===== config.mk =====
export PLATFORM = sky130hd
export DESIGN_NAME = sequential_adder_ctrl
export DESIGN_NICKNAME = d
export VERILOG_FILES = /design/src/rtl/sequential_adder_ctrl.sv
export SDC_FILE = /design/constraint.sdc
export NUM_CORES = 1
export LEC_CHECK = 0
export ABC_AREA = 1
export BUFFER_PORTS_ARGS = -buffer_cell sky130_fd_sc_hd__buf_4
export CELL_PAD_IN_SITES_DETAIL_PLACEMENT = 1
export CELL_PAD_IN_SITES_GLOBAL_PLACEMENT = 1
export CORE_MARGIN = 10
export CORE_UTILIZATION = 36
export DETAILED_ROUTE_END_ITERATION = 8
export GPL_ROUTABILITY_DRIVEN = 0
export HOLD_SLACK_MARGIN = 0.1
export PLACE_DENSITY = 0.82
export REMOVE_ABC_BUFFERS = 1
export SLEW_MARGIN = 20
export SYNTH_ARGS = -nofsm -noshare
export SYNTH_HDL_FRONTEND = slang
export SYNTH_SLANG_ARGS = --single-unit

===== constraint.sdc =====
create_clock -name clk -period 2.72 [get_ports clk]
set_input_delay 0.408 -clock clk [delete_from_list [all_inputs] [get_ports clk]]
set_output_delay 0.408 -clock clk [all_outputs]
set_load 0.02 [all_outputs]

===== src/rtl/sequential_adder_ctrl.sv =====
// Multi-cycle wide adder: one shared 16-bit adder walks the operand slices LSW first,
// carrying between slices through a register, with a start/busy/done handshake.

module adder_16bit (
    input  logic [15:0] a,
    input  logic [15:0] b,
    input  logic        carry_in,
    output logic [15:0] sum,
    output logic        overflow
);

    assign {overflow, sum} = {1'b0, a} + {1'b0, b} + {16'd0, carry_in};

endmodule

module sequential_adder_ctrl #(
    parameter int unsigned NUM_WORDS = 4,
    localparam int unsigned W = 16 * NUM_WORDS,
    localparam int unsigned CntW = $clog2(NUM_WORDS)
) (
    input  logic         clk,
    input  logic         n_rst,
    input  logic         start,
    input  logic [W-1:0] a,
    input  logic [W-1:0] b,
    input  logic         carry_in,
    output logic [W-1:0] sum,
    output logic         overflow,
    output logic         busy,
    output logic         done
);

    typedef enum logic [1:0] {StIdle, StAdd, StDone} state_e;

    localparam logic [CntW-1:0] LastCnt = CntW'(NUM_WORDS - 1);

    state_e          state_q;
    logic [W-1:0]    a_q;
    logic [W-1:0]    b_q;
    logic [W-1:0]    sum_q;
    logic            carry_q;
    logic            ovf_q;
    logic            busy_q;
    logic            done_q;
    logic [CntW-1:0] cnt_q;

    logic [15:0]     slice_a;
    logic [15:0]     slice_b;
    logic [15:0]     slice_sum;
    logic            slice_cout;

    always_comb begin
        slice_a = a_q[cnt_q*16 +: 16];
        slice_b = b_q[cnt_q*16 +: 16];
    end

    adder_16bit u_adder (
        .a        (slice_a),
        .b        (slice_b),
        .carry_in (carry_q),
        .sum      (slice_sum),
        .overflow (slice_cout)
    );

    always_ff @(posedge clk or negedge n_rst) begin
        if (!n_rst) begin
            state_q <= StIdle;
            a_q     <= '0;
            b_q     <= '0;
            sum_q   <= '0;
            carry_q <= 1'b0;
            ovf_q   <= 1'b0;
            busy_q  <= 1'b0;
            done_q  <= 1'b0;
            cnt_q   <= '0;
        end else begin
            case (state_q)
                StIdle: begin
                    if (start) begin
                        a_q     <= a;
                        b_q     <= b;
                        carry_q <= carry_in;
                        cnt_q   <= '0;
                        sum_q   <= '0;
                        ovf_q   <= 1'b0;
                        busy_q  <= 1'b1;
                        state_q <= StAdd;
                    end
                end
                StAdd: begin
                    sum_q[cnt_q*16 +: 16] <= slice_sum;
                    carry_q               <= slice_cout;
                    if (cnt_q == LastCnt) begin
                        ovf_q   <= slice_cout;
                        busy_q  <= 1'b0;
                        done_q  <= 1'b1;
                        state_q <= StDone;
                    end else begin
                        cnt_q <= cnt_q + 1'b1;
                    end
                end
                StDone: begin
                    done_q  <= 1'b0;
                    state_q <= StIdle;
                end
                default: begin
                    busy_q  <= 1'b0;
                    done_q  <= 1'b0;
                    state_q <= StIdle;
                end
            endcase
        end
    end

    assign sum      = sum_q;
    assign overflow = ovf_q;
    assign busy     = busy_q;
    assign done     = done_q;

endmodule


### Word level (Yosys, flattened, before mapping)

Index checks and enable logic that the tools add are counted.

| storage, ports and cells | value |
|---|---|
| register bits after elaboration | 200 |
| input bits | 132 |
| output and inout bits | 67 |
| word-level logic and storage cells | 53 |

| cells by class | value |
|---|---|
| add/subtract/negate cells | 4 |
| eq/ne operators | 6 |
| shift-type cells | 4 |
| multiplexer cells | 19 |
| bitwise operators | 2 |
| reductions and logical operators | 9 |

Operators with widths:

| cell | number |
|---|---|
| 64-bit case mux with 2 select lines | 1 |
| 64-bit by 7-bit variable part select with 16-bit output | 2 |
| 64-bit bitwise mux | 1 |
| 64-bit two-way mux | 1 |
| 16-bit by 34-bit variable shift with 64-bit output (first input constant) | 1 |
| 16-bit by 34-bit variable part select with 64-bit output | 1 |
| 6-bit negation with 34-bit output | 1 |
| 16-bit by 16-bit adder with 17-bit output | 1 |
| 17-bit by 1-bit adder with 17-bit output | 1 |
| 3-bit AND reduction | 3 |
| 2-bit two-way mux | 4 |
| 2-bit case mux with 2 select lines | 2 |
| 2-bit AND reduction | 4 |
| 1-bit two-way mux | 6 |
| 2-bit inequality test (second input constant) | 3 |
| 1-bit case mux with 2 select lines | 3 |
| 2-bit equality test (second input constant) | 2 |
| 1-bit case mux with 3 select lines | 1 |
| 2-bit by 1-bit adder with 2-bit output (second input constant) | 1 |
| 2-bit by 1-bit equality test with 1-bit output (second input constant) | 1 |
| 2-bit zero test | 1 |
| 1-bit NOT | 2 |
| 2-bit nonzero test | 1 |

### Depth between registers and ports, before layout

| logic depth | value |
|---|---|
| depth in word-level cells | 6 |
| depth in mapped cells | 18 |
| mapped depth without buffers | 15 |

### Cells and area by module

A second synthesis with hierarchy kept.

| second synthesis, totals | value |
|---|---|
| cell total of the unflattened synthesis | 1406 |
| area, all modules | 10470.0 um^2 |

By module, submodules not included:

| module | instances | cells each | area an instance (um^2) | sequential area each (um^2) |
|---|---|---|---|---|
| sequential_adder_ctrl | 1 | 1221 | 9479.1 | 5004.8 |
| adder_16bit | 1 | 185 | 991.0 | 0.0 |

### Worst setup path after synthesis

OpenSTA, ideal clock, no wires.

| timing path | value |
|---|---|
| path kind | register to register |
| start | reg cnt_q[0] |
| end | reg sum_q[28] (netlist: sum[28]) |
| library setup time | 65 ps |
| arrival | 2650 ps |
| required time | 2655 ps |
| setup slack | 6 ps |
| stages on the path, launching flop included | 19 |
| path buffers | 3 |
| period minus slack after synthesis | 2714 ps |
| path through | dfrtp_1 -> buf_2 -> inv_1 -> buf_2 -> buf_2 -> nor2_1 -> o22ai_1 -> fa_1 -> inv_1 -> fa_1 -> inv_1 -> nand3_1 -> nand2_2 -> nand3_1 -> nand3_1 -> nand2_1 -> nand2_2 -> nand4_1 -> nand2_1 |

| between the ends | value |
|---|---|
| word-level cells in the longest chain between the ends | 6 |
| elaborated cells on any way between the ends | 9 |
| classes of those cells | add/sub (3); shift (4); mux (2) |

Ends and longest elaborated chain:

| what | line | source |
|---|---|---|
| start: declaration | 45 | `logic [CntW-1:0] cnt_q;` |
| start signal: assignment | 99 | `cnt_q <= cnt_q + 1'b1;` |
| 64-bit by 7-bit variable part select with 16-bit output, on equally long branches | 53, 54 |  |
| 16-bit by 16-bit adder with 17-bit output | 12 | `assign {overflow, sum} = {1'b0, a} + {1'b0, b} + {16'd0, carry_in};` |
| 17-bit by 1-bit adder with 17-bit output | 12 |  |
| 16-bit by 34-bit variable part select with 64-bit output | 91 | `sum_q[cnt_q*16 +: 16] <= slice_sum;` |
| 64-bit bitwise mux * | 91 |  |
| 64-bit case mux with 2 select lines * | 77 | `case (state_q)` |
| end signal: indexed assignment | 91 |  |
| end: declaration | 40 | `logic [W-1:0] sum_q;` |

Every way passes the cells marked *; elsewhere a longest branch is shown, timed or not.
A chain may end at the register's enable or synchronous reset.

### Worst setup path after layout

| timing path | value |
|---|---|
| start | reg cnt_q[0] |
| end | reg sum_q[36] (netlist: sum[36]) |

The elaborated chain is that of the path after synthesis.

==> flow_summary.toml <==
[outcome]
status = "finished clean"

[logic_synthesis]
synth_edf_count = 0
synth_compound_area_frac = 0.0796
ys.flop_type = "dfrtp_1"
synth-xor-area-share = 0.00885
synthSimpleGateAreaFrac = 0.305
synth-seq-cells = 200
synth_top_family_by_area = "simple AND/OR/NAND/NOR gates"
yosysSeqAreaShare = 0.520
yosysUniqueCellTypes = 38
synth_area_sq_um = 9620
ys_warn_count = 0
synth_adder_area_share = 0.0289
postSynthAreaPerCell_sq_um = 7.90
yosys-mux-area-fraction = 0
async_flop_share = 1.00
synthCells = 1218

[layout]
drive_gt1_frac = 0.239
fillers = 3151
fin_area_sq_um = 12500
area_delta_synth_final_pct = 29.7
antenna_cells = 0
final_nets = 1568

[clock_network]
cts_max_level = 4
cts-root-buf = "clkbuf_16"
clkSlewWorstSetupHoldPaths_ns = 0.08
cts_tree = "done"
cts_buffer_depth = 2
insertion_delay_ns = 0.45
clock_sink_count = 200
cts_inserted_buffers = 17

[sta]
fin_setup_tns_ns = 0
finalCritPeriodShare = 0.993
clock_skew_ns = 0.0102
worstMarginPinSlew_ns = 0.919
finalHoldViolCount = 0
layout_min_cycle_time_ns = 2.70
relSlewSlack = 0.387
drv_slew = 0
rsz0062_at_grt = "yes"
finalSetupViolCount = 0
timing.fmax_mhz = 370
holdWs_ns = 0.147

[min_path]
hold_end = "b_q[4]"
holdPathStages = 3
hp-class = "in -> reg"
min-delay-start = "b[4]"

[global_routing]
grt_pass1_wl_um = 52500
grt_max_degree = 90
grt_usage = 0.194
grt_pass1_vias = 9829
globalRouteOverflowTotal = 0
antenna_found_initial = 0

[setup_path]
critical_path.slowest_cell = "dfrtp_4"
crit_chain = "clkinv_8 -> o21ai_0 -> o22ai_1 -> fa_2 -> inv_1 -> fa_2 -> inv_2 -> nand3_1 -> nand2_2 -> xnor2_1 -> nor2_1 -> a22o_1"
max_stage_delay_ns = 0.51
timing.rr.start = "cnt_q[0]"
r2r_end = "sum[36]"
crit_type = "reg -> reg"
crit_top_cell = "fa_2"
crit_fanout = 9
reg2reg_slack_ns = 0.02
cp-start-kind = "register"
crit_path_end_kind = "register"
required_ns = 3.05
arrival_ns = 3.03
r2r_cells = 12

[floorplan]
die_w_um = 183
core_area_sq_um = 26200
rows = 59
initial_core_util = 0.367
die_area_sq_um = 33700
dieHeight_um = 183
pin_count = 199

[power_and_ir_drop]
peakVddDrop_v = 0.000630
p_per_area_nw_per_um2 = 1580
leakage_nw = 6.72

[placed_design]
hpwl_um = 23300
port_buffers = 198
place_area_sq_um = 11500

[detailed_routing]
first_pass_iters = 5
vias = 8985
wl_per_cell_um = 18.9
route.detailed.drc = 0
avgViaCountPerCell = 5.10
drtIter0Drc = 646
wl_um = 33400
ant_nets = 0

[flow_run]
drv_cap = 0
## metal layers
layer,vias to the layer above,GRT usage,share of wire
met2,278,0.320,0.48
met4,0,0.0721,0.025
met3,60,0.0374,0.053
met5,-,0,0
met1,4407,0.249,0.44
li1,4240,-,-
## metrics by stage
step                total power, mW  setup WS (ns)  std cells  utilization
global route                   21.2        -0.0825       1763        0.476
floorplan                      11.6          -2.03       1156            -
finish                         19.7         0.0195       1763        0.476
CTS                            18.6         0.0245       1756        0.466
detailed placement             15.6        -0.0300       1722        0.440
global placement               15.2          0.117       1722        0.440
## cell families after synthesis
| logic type | Yosys count |
|---|---|
| and+or+nand+nor | 731 |
| DFF | 200 |
| AOI/OAI and AO/OA | 136 |
| buffers and inverters | 122 |
| adders and majority gates | 21 |
| xor gates and xnor gates | 8 |
## power breakdown
| group | total [mW] | internal (mW) | switching [mW] |
|---|---|---|---|
| Clock | 2.76 | 1.50 | 1.26 |
| Combinational | 11.8 | 4.31 | 7.50 |
| Sequential | 5.08 | 4.24 | 0.845 |
| Total | 19.7 | 10.0 | 9.60 |
## final cells by class
| class | instances | area (sq um) | share of cell area |
|---|---|---|---|
| clock inverter | 14 | 184 | 0.0148 |
| inverter | 60 | 240 | 0.0193 |
| timing repair buffer | 240 | 1970 | 0.158 |
| multi-input combinational | 896 | 4210 | 0.338 |
| tap | 335 | 419 | 0.0336 |
| sequential | 200 | 5010 | 0.402 |
| clock buffer | 18 | 439 | 0.0352 |
## registers in the layout, indices dropped and copies added (netlist names)
| register | cells |
|---|---|
| sum | 64 |
| overflow | 1 |
| carry_q | 1 |
| busy | 1 |
| state_q | 2 |
| done | 1 |
| cnt_q | 2 |
| a_q | 64 |
| b_q | 64 |
## synthesized netlist by cell type (3+ instances only)
| cell | number | area [sq um] |
|---|---|---|
| nor2_2 | 3 | 18.8 |
| nor2_1 | 79 | 297 |
| a22o_1 | 5 | 43.8 |
| nand2_2 | 15 | 93.8 |
| inv_1 | 52 | 195 |
| nand3_1 | 24 | 120 |
| a21oi_1 | 10 | 50.1 |
| o21ai_1 | 5 | 25.0 |
| xnor2_1 | 5 | 43.8 |
| o21ai_0 | 78 | 390 |
| nand4_1 | 18 | 113 |
| inv_2 | 6 | 22.5 |
| clkbuf_1 | 18 | 67.6 |
| nand2_1 | 580 | 2180 |
| dfrtp_1 | 200 | 5000 |
| buf_4 | 12 | 90.1 |
| o22ai_1 | 31 | 194 |
| buf_2 | 27 | 135 |
| ha_1 | 19 | 238 |
## placed cells by master (no fill, tap or decap), types with 3 or more instances in the layout
cell          n
inv_6         4
bufinv_16     3
ha_2          5
ha_1         12
a21oi_2       6
nand2_2      20
nor2_2        3
o22ai_2       5
inv_2         6
buf_4       226
nor3_2        3
nand2_1     574
clkbuf_16    19
nand3_1      21
nor2_1       79
nand3_2       5
xnor2_1       3
xnor2_2       3
o22ai_1      26
buf_12        7
a21oi_1       6
dfrtp_1     198
o21ai_1      21
nand4_1      18
inv_1        50
clkinvlp_4    3
a22o_1        5
o21ai_0      62
## repair_timing
| action | CTS | global route |
|---|---|---|
| hold buffers | 1 | 0 |
| endpoints found under the setup margin | 15 | 51 |
| pin swaps | 0 | 17 |
| resized for setup | 6 | 60 |
| gates cloned | 1 | 2 |
| hold endpoints to repair | 73 | 0 |
| buffers inserted | 0 | 5 |
## worst max path at each step
stage               startpoint  endpoint  cells past startpoint
finish                cnt_q[0]   sum[36]                     12
global route          cnt_q[0]   sum[52]                     13
floorplan             cnt_q[0]   sum[24]                     13
CTS                   cnt_q[0]   sum[61]                     14
detailed placement    cnt_q[0]   carry_q                     15
global placement      cnt_q[0]  overflow                     15
## critical path: cells and delay by family, from the launching register on
kind,cells,cell delay [ns]
flip-flops,1,0.51
AND/OR/NAND/NOR,3,0.32
AO/OA/AOI/OAI,3,0.57
adder cells (fa/ha/maj),2,0.62
XOR/XNOR,1,0.31
buffers and inverters,3,0.26
No activity file was read; power rests on OpenSTA's default activity.
